===== src/rtl/key_cmd_ctrl.sv =====
`default_nettype none
// ============================================================================
//  Module   : key_cmd_ctrl
//  Purpose  : Keyboard command front-end. Registers raw key levels, produces
//             one-cycle press pulses with typematic auto-repeat, per-key
//             toggle latches and a saturating power-of-two zoom register.
//  Revision : 1.0  initial release
// ============================================================================
module key_cmd_ctrl #(
    parameter int                N_KEYS       = 16,
    parameter logic [N_KEYS-1:0] RPT_MASK     = '0,
    parameter logic [N_KEYS-1:0] TOG_MASK     = '0,
    parameter int                ZIN_IDX      = 0,
    parameter int                ZOUT_IDX     = 1,
    parameter int                ZOOM_MAX_LOG = 7,
    parameter int                ZOOM_RST_LOG = 3,
    parameter int                RPT_DELAY    = 25_000_000,
    parameter int                RPT_PERIOD   = 5_000_000,
    parameter int                CNT_W        = 25
) (
    input  logic                    clk,
    input  logic                    rst,
    input  logic [N_KEYS-1:0]       keys,
    output logic [N_KEYS-1:0]       key_level,
    output logic [N_KEYS-1:0]       key_pulse,
    output logic [N_KEYS-1:0]       toggle_q,
    output logic [ZOOM_MAX_LOG:0]   view_width,
    output logic                    zoom_at_min,
    output logic                    zoom_at_max
);

    localparam int c_IDX_W = (N_KEYS > 1) ? $clog2(N_KEYS) : 1;
    localparam int c_ZL_W  = (ZOOM_MAX_LOG > 0) ? $clog2(ZOOM_MAX_LOG + 1) : 1;
    localparam int c_VW_W  = ZOOM_MAX_LOG + 1;
    localparam logic [CNT_W-1:0]  c_DELAY_TC  = CNT_W'(RPT_DELAY - 1);
    localparam logic [CNT_W-1:0]  c_PERIOD_TC = CNT_W'(RPT_PERIOD - 1);
    localparam logic [c_ZL_W-1:0] c_ZOOM_MAX  = c_ZL_W'(ZOOM_MAX_LOG);
    localparam logic [c_ZL_W-1:0] c_ZOOM_RST  = c_ZL_W'(ZOOM_RST_LOG);

    typedef enum logic [1:0] {
        R_IDLE  = 2'd0,
        R_DELAY = 2'd1,
        R_RPT   = 2'd2
    } rpt_state_t;

    logic [N_KEYS-1:0]  r_keys_q;
    logic [N_KEYS-1:0]  r_prev;
    logic [N_KEYS-1:0]  r_key_pulse;
    logic [N_KEYS-1:0]  r_toggle;
    logic [c_ZL_W-1:0]  r_zoom_log;

    rpt_state_t         r_state;
    rpt_state_t         w_state_nxt;
    logic [CNT_W-1:0]   r_cnt;
    logic [CNT_W-1:0]   w_cnt_nxt;
    logic [c_IDX_W-1:0] r_rpt_idx;
    logic [c_IDX_W-1:0] w_rpt_idx_nxt;

    logic [N_KEYS-1:0]  w_rise;
    logic [N_KEYS-1:0]  w_elig;
    logic               w_elig_any;
    logic [c_IDX_W-1:0] w_new_idx;
    logic               w_rpt_fire;
    logic [N_KEYS-1:0]  w_rpt_onehot;
    logic               w_zin;
    logic               w_zout;
    logic               w_at_min;
    logic               w_at_max;

    assign w_rise     = r_keys_q & ~r_prev;
    assign w_elig     = w_rise & RPT_MASK;
    assign w_elig_any = |w_elig;

    // Key sampling and edge history; reset loads both stages so held keys never edge
    always_ff @(posedge clk) begin
        if (rst) begin
            r_keys_q <= keys;
            r_prev   <= keys;
        end else begin
            r_keys_q <= keys;
            r_prev   <= r_keys_q;
        end
    end

    // Lowest-index eligible rise wins when several arrive together
    always_comb begin
        w_new_idx = '0;
        for (int i = N_KEYS - 1; i >= 0; i--) begin
            if (w_elig[i]) w_new_idx = c_IDX_W'(i);
        end
    end

    // Repeat engine state register
    always_ff @(posedge clk) begin
        if (rst) begin
            r_state   <= R_IDLE;
            r_cnt     <= '0;
            r_rpt_idx <= '0;
        end else begin
            r_state   <= w_state_nxt;
            r_cnt     <= w_cnt_nxt;
            r_rpt_idx <= w_rpt_idx_nxt;
        end
    end

    // Repeat engine next state: new rise beats release, release beats terminal count
    always_comb begin
        w_state_nxt   = r_state;
        w_cnt_nxt     = r_cnt;
        w_rpt_idx_nxt = r_rpt_idx;
        w_rpt_fire    = 1'b0;
        case (r_state)
            R_IDLE: begin
                if (w_elig_any) begin
                    w_rpt_idx_nxt = w_new_idx;
                    w_cnt_nxt     = '0;
                    w_state_nxt   = R_DELAY;
                end
            end
            R_DELAY, R_RPT: begin
                if (w_elig_any) begin
                    w_rpt_idx_nxt = w_new_idx;
                    w_cnt_nxt     = '0;
                    w_state_nxt   = R_DELAY;
                end else if (!r_keys_q[r_rpt_idx]) begin
                    w_cnt_nxt   = '0;
                    w_state_nxt = R_IDLE;
                end else if (r_cnt == ((r_state == R_DELAY) ? c_DELAY_TC : c_PERIOD_TC)) begin
                    w_rpt_fire  = 1'b1;
                    w_cnt_nxt   = '0;
                    w_state_nxt = R_RPT;
                end else begin
                    w_cnt_nxt = r_cnt + CNT_W'(1);
                end
            end
            default: begin
                w_cnt_nxt   = '0;
                w_state_nxt = R_IDLE;
            end
        endcase
    end

    // Decode the repeat request onto the key it belongs to
    always_comb begin
        w_rpt_onehot = '0;
        if (w_rpt_fire) w_rpt_onehot[r_rpt_idx] = 1'b1;
    end

    // Registered command pulses; a coincident rise and repeat merge into one pulse
    always_ff @(posedge clk) begin
        if (rst) r_key_pulse <= '0;
        else     r_key_pulse <= w_rise | w_rpt_onehot;
    end

    // Toggle latches flip on genuine press edges of masked keys only
    always_ff @(posedge clk) begin
        if (rst) r_toggle <= '0;
        else     r_toggle <= r_toggle ^ (w_rise & TOG_MASK);
    end

    assign w_zin    = r_key_pulse[ZIN_IDX];
    assign w_zout   = r_key_pulse[ZOUT_IDX];
    assign w_at_min = (r_zoom_log == '0);
    assign w_at_max = (r_zoom_log == c_ZOOM_MAX);

    // Saturating zoom exponent; simultaneous in/out cancel
    always_ff @(posedge clk) begin
        if (rst) begin
            r_zoom_log <= c_ZOOM_RST;
        end else if (w_zin && !w_zout && !w_at_min) begin
            r_zoom_log <= r_zoom_log - c_ZL_W'(1);
        end else if (w_zout && !w_zin && !w_at_max) begin
            r_zoom_log <= r_zoom_log + c_ZL_W'(1);
        end
    end

    assign key_level   = r_keys_q;
    assign key_pulse   = r_key_pulse;
    assign toggle_q    = r_toggle;
    assign view_width  = c_VW_W'(1) << r_zoom_log;
    assign zoom_at_min = w_at_min;
    assign zoom_at_max = w_at_max;

endmodule
`default_nettype wire


===== config.mk =====
export PLATFORM = sky130hd
export DESIGN_NAME = key_cmd_ctrl
export DESIGN_NICKNAME = d
export VERILOG_FILES = /design/src/rtl/key_cmd_ctrl.sv
export SDC_FILE = /design/constraint.sdc
export NUM_CORES = 1
export LEC_CHECK = 0
export CAP_MARGIN = 20
export CORE_MARGIN = 2
export CORE_UTILIZATION = 53
export DETAILED_ROUTE_END_ITERATION = 6
export PLACE_DENSITY = 0.84
export SETUP_SLACK_MARGIN = 0.3
export SYNTH_ARGS = -nofsm -noshare
export SYNTH_HDL_FRONTEND = slang
export SYNTH_SLANG_ARGS = --single-unit

===== constraint.sdc =====
create_clock -name clk -period 4.1 [get_ports clk]
set_input_delay 1.025 -clock clk [delete_from_list [all_inputs] [get_ports clk]]
set_output_delay 1.025 -clock clk [all_outputs]
set_load 0.03 [all_outputs]

==> results.tsv <==
stage	metric	value	unit
sta	setup-tns-final	0	ns
clock_network	cts_setup_buffers	0	
clock_network	cts_tree	built	
drt	routed_wirelength	6656	um
yosys	ys_ff_latch	77	
grt	grt_overflow	0	
grt	antenna_found_initial	0	
worst_setup_path	cp_slowest_cell	clkdlybuf4s50_1	
power	totalPowerFinal	1549	uW
yosys	synth-main-ff-cell	dfxtp_1	
sta	tightest_slew	0.8596	ns
sta	fin_ws	1.139	ns
yosys	syn_inst	358	
clock_network	cts_buffers	9	
outcome	outcome	completed	
sta	finalCritPeriodShare	0.7221	
worst_setup_path	path_class	reg2out	
drt	drc	0	
floorplan	die_h	81.65	um
power	power_density	394.9	nW/um^2
clock_network	cts.root.buffer_cell	clkbuf_8	
place	pre_cts_ws	1.194	ns
drt	vias	2692	
worst_setup_path	required	3.07	ns
job	drv_cap	0	
final_layout	instances_no_fill	492	
clock_network	cts_sinks	77	
place	place_inst	476	
min_path	hold_path.class	reg2reg	
sta	finalHoldViolCount	0	
sta	fin_crit	2.961	ns
clock_network	cts_hold_buf	0	
clock_network	htree_levels	3	
sta	setup-violations-final	0	
place	portBuffers	59	
drt	drtPass1Iterations	4	
grt	grt_max_degree	49	
drt	vias_per_cell	5.472	
sta	drv_slew	0	
worst_setup_path	r2r_slack	1.86	ns
yosys	synth_edf_count	0	
grt	grt_pass1_wl	10810	um
place	dp_hpwl	4596	um
clock_network	cts_buffer_depth	2	
sta	rsz0062_at_grt	false	
sta	max_slew_margin	0.4216	
worst_setup_path	worstRegToRegCells	6	
drt	drt_iter0_markers	125	
floorplan	pin_count	76	
final_layout	drive_above_1_share	0.07434	
min_path	hold_start	r_prev[13]	
sta	fmax	337.8	MHz
yosys	avgSynthCellArea	8.926	um^2
worst_setup_path	cp-startpoint	r_zoom_log[0]	
clock_network	ctsResizeCount	0	
yosys	ys_warn_count	0	
yosys	synth-simple-area-share	0.2858	
yosys	syn-cell-area	3196	um^2
power	vdd_drop_max	330.6	uV
final_layout	fin_nets	432	
final_layout	syn2layout_area_growth	22.79	%
yosys	yosysTopAreaCell	dfxtp_1	
worst_setup_path	cp_num_buf_inv	2	
floorplan	die_x	81.65	um
yosys	ys_seq_area_frac	0.4824	
final_layout	nFillCells	474	
yosys	synth_top_cell_area_share	0.4824	
worst_setup_path	crit_chain	inv_1 -> nor3_1 -> clkdlybuf4s50_1	
grt	grt_pass1_vias	2427	
power	p_leak	0.001529	uW
yosys	synthAdderAreaFrac	0.01018	
floorplan	start_util	0.5429	
drt	wl_per_cell	13.53	um
place	place_congestion	0.8623	
floorplan	die-area	6667	um^2
worst_setup_path	crit_family	buffers and inverters	
sta	final.setup_skew	0.01008	ns
worst_setup_path	crit_path_end_kind	output port	
worst_setup_path	startpoint_type	flop	
yosys	synth_xor_area_frac	0.005482	
yosys	synthDistinctLibCells	60	
worst_setup_path	cpPeakStageDelay	0.69	ns
worst_setup_path	crit_cells	3	
floorplan	rows	28	
drt	ant_nets	0	
worst_setup_path	worstPathArrival	1.94	ns
yosys	synthArstFlopShare	0	
worst_setup_path	crit_path_end	view_width[1]	
worst_setup_path	timing.rr.start	r_zoom_log[2]	
worst_setup_path	r2r_end	r_zoom_log[1]	
yosys	synth.area.mux_share	0.003132	
yosys	synth.area.top_cells	dfxtp_1 (48%), nand2_1 (7.3%), buf_4 (4.2%)	
clock_network	insertion_delay	0.35	ns
grt	grt.total_usage	0.2119	
final_layout	diodes	0	
yosys	ys_top_cells_by_count	dfxtp_1 (77), nand2_1 (62), nor2_1 (27)	
yosys	synth-compound-area-share	0.1374	
yosys	yosysMostFrequentCell	dfxtp_1	
floorplan	core	5886	um^2
yosys	synth_top_family_by_area	simple AND/OR/NAND/NOR gates	
clock_network	path_clk_slew	0.09	ns
worst_setup_path	cp_max_fo	10	
[state kept, by name, indices dropped and copies added, names as in the netlist]
name and count:
key_level 16, key_pulse 16, r_cnt 25, r_prev 16, r_state 1, r_zoom_log 3
[cells in the final DEF (no fill, tap or decap), types with 8 or more instances in the layout]
| cell type | n |
|---|---|
| clkdlybuf4s50_1 | 59 |
| nor3_1 | 10 |
| nand3_1 | 11 |
| nand2b_1 | 20 |
| clkbuf_8 | 9 |
| dfxtp_1 | 77 |
| a31oi_1 | 13 |
| a21oi_1 | 16 |
| and3_1 | 8 |
| conb_1 | 16 |
| nor2_1 | 27 |
| nand2_1 | 62 |
[cell type report]
| class | instances | area, um^2 | area share |
|---|---|---|---|
| multi-input cells | 257 | 1473 | 0.3753 |
| repair buffers | 61 | 605.6 | 0.1543 |
| flip-flops and latches | 77 | 1541 | 0.3929 |
| inverters | 6 | 22.52 | 0.005740 |
| clock buffers | 9 | 123.9 | 0.03157 |
| clock inverters | 7 | 63.81 | 0.01626 |
| well taps | 75 | 93.84 | 0.02392 |
[logic make-up (layout without fill, tap and decap cells)]
logic type	count (synthesis)	count (layout)
other	1	16
xor gates and xnor gates	2	2
AOI/OAI and AO/OA	64	64
adders and majority gates	2	2
muxes	1	1
buffers and inverters	39	83
and+or+nand+nor	172	172
DFF	77	77
[per-layer routing]
metal,share of wire,track usage,wire length [um]
met1,0.42,0.2606,2775
met2,0.48,0.3328,3224
met3,0.075,0.06593,498
met4,0.024,0.1133,159
met5,0,0,0
[where the power goes]
| group | leakage, uW | total (uW) | switching (uW) | internal [uW] |
|---|---|---|---|---|
| logic | 0.000803 | 205 | 124 | 81.6 |
| registers | 0.000636 | 802 | 22.3 | 780 |
| clock network | 0.0000907 | 542 | 308 | 234 |
| total | 0.00153 | 1550 | 454 | 1100 |
[through the flow]
stage / util / cell area (um^2) / hold slack, ns
4_1_cts: 0.6667 / 3924 / 0.3880
2_1_floorplan: - / 3252 / 0.3682
3_5_place_dp: 0.6348 / 3736 / 0.3757
5_1_grt: 0.6667 / 3924 / 0.4017
3_3_place_gp: 0.6348 / 3736 / 0.3714
6_report: 0.6667 / 3924 / 0.3859
[worst min-delay path by stage]
stage / to / depth (start not counted)
6_report: key_pulse[13] / 1
5_1_grt: key_pulse[7] / 1
4_1_cts: key_pulse[5] / 1
3_5_place_dp: key_pulse[10] / 1
3_3_place_gp: key_pulse[12] / 1
2_1_floorplan: key_pulse[10] / 1
Note: power is estimated with default switching activity, not from simulation.
